--- config.mk ---
export PLATFORM = sky130hd
export DESIGN_NAME = cic_interp_param
export DESIGN_NICKNAME = d
export VERILOG_FILES = /design/src/rtl/cic_interp_param.sv
export SDC_FILE = /design/constraint.sdc
export NUM_CORES = 1
export LEC_CHECK = 0
export ABC_AREA = 0
export CORE_MARGIN = 4
export CORE_UTILIZATION = 58
export CTS_BUF_LIST = sky130_fd_sc_hd__clkbuf_8 sky130_fd_sc_hd__clkbuf_16
export CTS_CLUSTER_DIAMETER = 100
export DETAILED_ROUTE_END_ITERATION = 10
export PLACE_DENSITY = 0.76
export SETUP_SLACK_MARGIN = 0.5
export SLEW_MARGIN = 20
export SYNTH_ARGS = -nofsm -noshare
export SYNTH_HDL_FRONTEND = slang
export SYNTH_SLANG_ARGS = --single-unit
--- constraint.sdc ---
create_clock -name clk -period 6.9 [get_ports clk]
set_clock_uncertainty 0.2 [all_clocks]
set_input_delay 1.38 -clock clk [delete_from_list [all_inputs] [get_ports clk]]
set_output_delay 1.38 -clock clk [all_outputs]
set_load 0.1 [all_outputs]
--- src/rtl/cic_interp_param.sv ---
// CIC interpolator: N comb stages, zero-stuffing expander by R, N integrators.
// Optional CIC_INTERP_GAIN_NORM_EN: rounded right shift of the output for unity DC gain.
module cic_interp_param #(
   parameter int WIN = 16,
   parameter int N   = 3,
   parameter int R   = 4,
   parameter int WG  = 22
) (
   input  logic                        clk,
   input  logic                        rst,
   input  logic signed [WIN-1:0]       i_data,
   input  logic                        i_valid,
   output logic                        o_ready,
   output logic signed [WIN+WG-1:0]    o_data,
   output logic                        o_valid
);

   localparam int W  = WIN + WG;
   localparam int KW = $clog2(R);

   // Bits of growth of the full filter: ceil(log2(R^N)).
   function automatic int growth_bits(input int n, input int r);
      longint p;
      int     b;
      p = 1;
      for (int i = 0; i < n; i++) p = p * longint'(r);
      b = 0;
      while ((longint'(1) << b) < p) b++;
      return b;
   endfunction

   generate
      if (WIN < 1) begin : g_bad_win
         $error("cic_interp_param: WIN must be at least 1");
      end
      if (N < 1 || N > 6) begin : g_bad_n
         $error("cic_interp_param: N must be in 1..6");
      end
      if (R < 2 || R > 64) begin : g_bad_r
         $error("cic_interp_param: R must be in 2..64");
      end
      if (WG < growth_bits(N, R)) begin : g_bad_wg
         $error("cic_interp_param: WG too small for N and R");
      end
`ifdef CIC_INTERP_GAIN_NORM_EN
      if ((R & (R - 1)) != 0) begin : g_bad_pow2
         $error("cic_interp_param: R must be a power of two with gain normalisation");
      end
`endif
   endgenerate

   logic signed [W-1:0]  comb_in [0:N];
   logic signed [W-1:0]  dly [0:N-1];
   logic signed [W-1:0]  comb_q;
   logic                 busy;
   logic [KW-1:0]        k;
   logic signed [W-1:0]  exp_data;
   logic                 vld [0:N];
   logic signed [W-1:0]  integ [0:N-1];
   logic signed [W-1:0]  integ_in [0:N-1];
   logic signed [W-1:0]  out_val;
   logic                 accept;

   assign o_ready = ~busy | (k == KW'(R - 1));
   assign accept  = i_valid & o_ready;

   always_comb begin
      comb_in[0] = {{WG{i_data[WIN-1]}}, i_data};
      for (int i = 0; i < N; i++) comb_in[i+1] = comb_in[i] - dly[i];
   end

   always_comb begin
      integ_in[0] = exp_data;
      for (int i = 1; i < N; i++) integ_in[i] = integ[i-1];
   end

`ifdef CIC_INTERP_GAIN_NORM_EN
   localparam int SH = (N - 1) * $clog2(R);
   generate
      if (SH == 0) begin : g_norm_none
         assign out_val = integ[N-1];
      end else begin : g_norm
         localparam logic signed [W-1:0] RND = W'(longint'(1) << (SH - 1));
         logic signed [W-1:0] biased;
         assign biased  = integ[N-1] + RND;
         assign out_val = biased >>> SH;
      end
   endgenerate
`else
   assign out_val = integ[N-1];
`endif

   // vld[0] tags the expander slot register; vld[i] tags the input of integrator i.
   always_ff @(posedge clk or negedge rst) begin
      if (!rst) begin
         for (int i = 0; i < N; i++) begin
            dly[i]   <= '0;
            integ[i] <= '0;
         end
         for (int i = 0; i <= N; i++) vld[i] <= 1'b0;
         comb_q   <= '0;
         busy     <= 1'b0;
         k        <= '0;
         exp_data <= '0;
         o_data   <= '0;
         o_valid  <= 1'b0;
      end else begin
         if (accept) begin
            for (int i = 0; i < N; i++) dly[i] <= comb_in[i];
            comb_q <= comb_in[N];
         end

         vld[0] <= busy;
         if (busy) exp_data <= (k == '0) ? comb_q : '0;

         if (accept) begin
            busy <= 1'b1;
            k    <= '0;
         end else if (busy) begin
            if (k == KW'(R - 1)) begin
               busy <= 1'b0;
               k    <= '0;
            end else begin
               k <= k + KW'(1);
            end
         end

         for (int i = 0; i < N; i++) begin
            vld[i+1] <= vld[i];
            if (vld[i]) integ[i] <= integ[i] + integ_in[i];
         end

         o_valid <= vld[N];
         if (vld[N]) o_data <= out_val;
      end
   end

endmodule

Yosys cells after proc, flatten, opt, wreduce, memory -nomap -nowiden
Cells that the tools add are included.

word-level totals
  bits in registers = 307
  input bits = 19
  output and inout port bits = 40
  word-level logic and storage cells = 36

cells by class
  $add $sub $neg = 7
  equality and inequality tests = 1
  multiplexer cells = 7
  bitwise operators = 3
  reductions and logical operators = 2

operator list
  cell                                                            number
  38-bit adder                                                    3
  38-bit two-way mux                                              1
  38-bit subtractor                                               1
  17-bit by 17-bit subtractor with 18-bit output                  1
  16-bit by 16-bit subtractor with 17-bit output                  1
  2-bit two-way mux                                               3
  1-bit two-way mux                                               3
  2-bit by 1-bit adder with 2-bit output (second input constant)  1
  2-bit == test (second input constant)                           1
  2-bit logical NOT                                               1
  2-bit nonzero test                                              1
  1-bit bitwise AND                                               1
  1-bit inverter                                                  1
  1-bit OR                                                        1

Logic depth before layout (Yosys ltp)
  depth in word-level cells = 4
  mapped depth = 28

Least setup slack after synthesis
OpenSTA, ideal clock, no wires.

  path kind = input to register
  start point = input port i_data[0]
  end point = register comb_q[19]
  arrival time = 5.936 ns
  slack = 0.699 ns
  cell stages on the path = 24
  buffers on the path = 0
  cell sequence = inv_1 > ha_1 > inv_1 > fa_1 > a21o_1 > a21oi_1 > nor2b_1 > o21ai_1 > nor2b_1 > xnor2_1 > ha_1 > o41ai_1 > o21ai_0 > a21oi_1 > xnor2_1 > ha_1 > and3_1 > and3_1 > a21o_1 > a211oi_1 > o21bai_1 > a21o_1 > o21bai_2 > o21a_1

RTL lines
  element                 RTL line  text
  start: declaration      11        input logic signed [WIN-1:0] i_data,
  end signal: assignment  110       comb_q <= comb_in[N];
  end: declaration        54        logic signed [W-1:0] comb_q;

==> impl_metrics.py <==
metrics = {
    "setup_path": {
        "regToRegSetupSlack_ns": 1.66,
        "crit_type": "in -> reg",
        "end_kind": "register",
        "crit_path_max_incr_delay_ns": 0.54,
        "cp_data_required_time_ns": 7.14,
        "worstPathArrival_ns": 6.44,
        "cp_slowest_cell": "o41ai_4",
        "path_max_fanout": 10,
        "worst-r2r-cell-count": 24,
        "critPathLaunchType": "primary input",
    },
    "floorplan": {
        "core_sq_um": 31700,
        "die_x_microns": 188,
        "dieArea_sq_um": 35300,
        "chipHeight_microns": 188,
        "ioPinCount": 59,
        "initial_utilization_pct": 59.2,
        "rows": 65,
    },
    "placement": {
        "hpwl_microns": 28800,
        "dp.cells": 2402,
        "port_buffers": 58,
        "place_area_sq_um": 19700,
        "gp_congestion": 0.873,
    },
    "yosys": {
        "yosysMostFrequentCell": "dfrtp_1",
        "yosysUniqueCellTypes": 82,
        "async_flop_share_pct": 100,
        "synth-main-ff-cell": "dfrtp_1",
        "synthTopCellsByCount": "287 x dfrtp_1, 191 x nand2_1, 167 x o21ai_0, 164 x ha_1, 144 x inv_1",
        "syn_area_sq_um": 18800,
        "synth-edff-count": 0,
        "postSynthCellCount": 1991,
        "synth_top_area_share_pct": 38.3,
        "synth_top_area_cell": "dfrtp_1",
        "avgSynthCellArea_sq_um": 9.43,
        "ys_ff_latch": 287,
        "seq_area_frac_synth_pct": 38.3,
        "yosysWarnings": 0,
        "synth_area_leaders": "dfrtp_1 38%, ha_1 11%, mux2_2 7.7%",
        "syn_nets": 2180,
    },
    "clock_network": {
        "cts_tree": "built",
        "ctsRootBufferMaster": "clkbuf_16",
        "clk_pin_slew_ns": 0.06,
        "clock_latency_ns": 0.51,
        "clockBufferDepth": 3,
        "cts.sinks": 287,
        "cts_made_buffers": 35,
        "h-tree-depth": 2,
    },
    "cells_and_area": {
        "area.growth.synth_to_final_pct": 12.7,
        "final-instance-count-excl-fill": 2475,
        "final_area_sq_um": 21200,
        "fin_nets": 2236,
        "n_fill_cell": 2519,
        "drive_above_1_share_pct": 13.4,
        "diodes": 0,
    },
    "global_routing": {
        "antenna_found_initial": 0,
        "grt_pass1_vias": 14452,
        "grt.overflow.total": 0,
        "grt_usage_pct": 21.8,
        "grt_max_degree": 176,
        "grt_pass1_wl_microns": 66600,
    },
    "sta": {
        "period_needed_ns": 6.20,
        "rsz0062_at_grt": "no",
        "max_slew_margin_pct": 34.6,
        "slew_viol_final": 0,
        "final.period_utilization_pct": 89.9,
        "fmax_ghz": 0.161,
        "hold_violations": 0,
        "tightest_slew_ns": 0.978,
        "finalSetupViolCount": 0,
    },
    "routing": {
        "drc_errors": 0,
        "avgRoutedWirePerCell_microns": 15.9,
        "routed_via_density": 5.83,
        "routed-via-count": 14431,
        "wl_microns": 39400,
        "drt-pass1-iter-count": 5,
        "drt_iter0_markers": 780,
        "ant_nets": 0,
    },
    "run": {
        "cap_violations": 0,
    },
    "hold_path": {
        "hold_class": "reg -> reg",
        "whs_path_depth": 2,
    },
    "run_status": {
        "status": "finished, final reports clean",
    },
}
==> cells in the final DEF, fill, tap and decap left out, types with 18 or more instances in the layout <==
master           instances
ha_1                   161
nand3_1                 30
nor3_1                  18
xor2_1                  44
nand4_1                 22
clkdlybuf4s50_1         57
nor2b_1                 18
a21o_1                  84
nand2_1                189
dfrtp_1                286
o21a_1                  37
a211oi_1                19
o21bai_1                23
nor2_1                 118
inv_1                  147
a21oi_1                128
buf_4                   23
mux2_2                 128
clkbuf_16               37
o21ai_0                161
xnor2_1                 80
==> cell type report <==
cell class	instances	area [sq um]	share of cell area, %
well taps	402	503	2.38
clock inverters	22	220	1.04
inverters	144	541	2.55
multi-input cells	1494	10900	51.6
flip-flops and latches	287	7180	33.9
clock buffers	41	981	4.64
repair buffers	85	812	3.84
==> logic make-up after synthesis <==
family                     synth area share [%]
AOI/OAI and AO/OA                          19.7
xor gates and xnor gates                   5.97
adders and majority gates                  11.6
buffers and inverters                      4.53
DFF                                        38.3
muxes                                      8.00
and+or+nand+nor                            12.0
==> routing by layer <==
layer | routed length [microns] | global-route usage [%] | up-vias
met5 | 0 | 0 | -
met4 | 950 | 6.44 | 0
met3 | 1370 | 2.87 | 69
met2 | 19200 | 38.5 | 280
met1 | 17900 | 28.2 | 6870
li1 | - | - | 7212
==> critical path, delay by kind of cell <==
kind                     cells  cell delay (ns)
XOR/XNOR                     2             0.31
AND/OR/NAND/NOR              3             0.29
adder cells (fa/ha/maj)      4             1.09
AO/OA/AOI/OAI               11             2.38
buffers and inverters        6             0.98
==> metrics by stage <==
stage / TNS (ns) / hold WS (ns) / util [%] / setup WS [ns]
final: 0 / 0.282 / 66.7 / 0.700
after global routing: 0 / 0.310 / 66.7 / 0.411
after CTS: 0 / 0.280 / 65.9 / 0.577
after detailed placement: -0.279 / 0.268 / 62.1 / -0.0340
after global placement: 0 / 0.261 / 62.1 / 0.133
after floorplan: 0 / 0.170 / - / 0.699
==> final timing paths <==
kind / from / to
worst max-delay path: i_data[0] / comb_q[20]
worst min-delay path: comb_q[2] / comb_q[2]
worst max register to register: dly[76] / comb_q[20]
worst min register to register: comb_q[2] / comb_q[2]
max in group asynchronous: rst / integ[67]
min in group asynchronous: rst / o_data[4]
==> flip-flops by register name (all words and copies together), names as in the netlist <==
name and flops:
busy 1, dly 51, o_valid 1, o_data 38, k 2, integ 76, out_val 38, comb_q 38
vld 4, exp_data 38
==> what timing repair did <==
item,CTS,global route
endpoints found under the setup margin,11,24
gates resized for setup,1,44
hold buffers,0,0
gates cloned,0,1
setup buffers,0,9
pin swaps,0,32
endpoints found under the hold margin,0,0
Power is left out: the tool's default activity adds up to more than one toggle a clock period on the data nets, which glitch-free logic cannot reach.
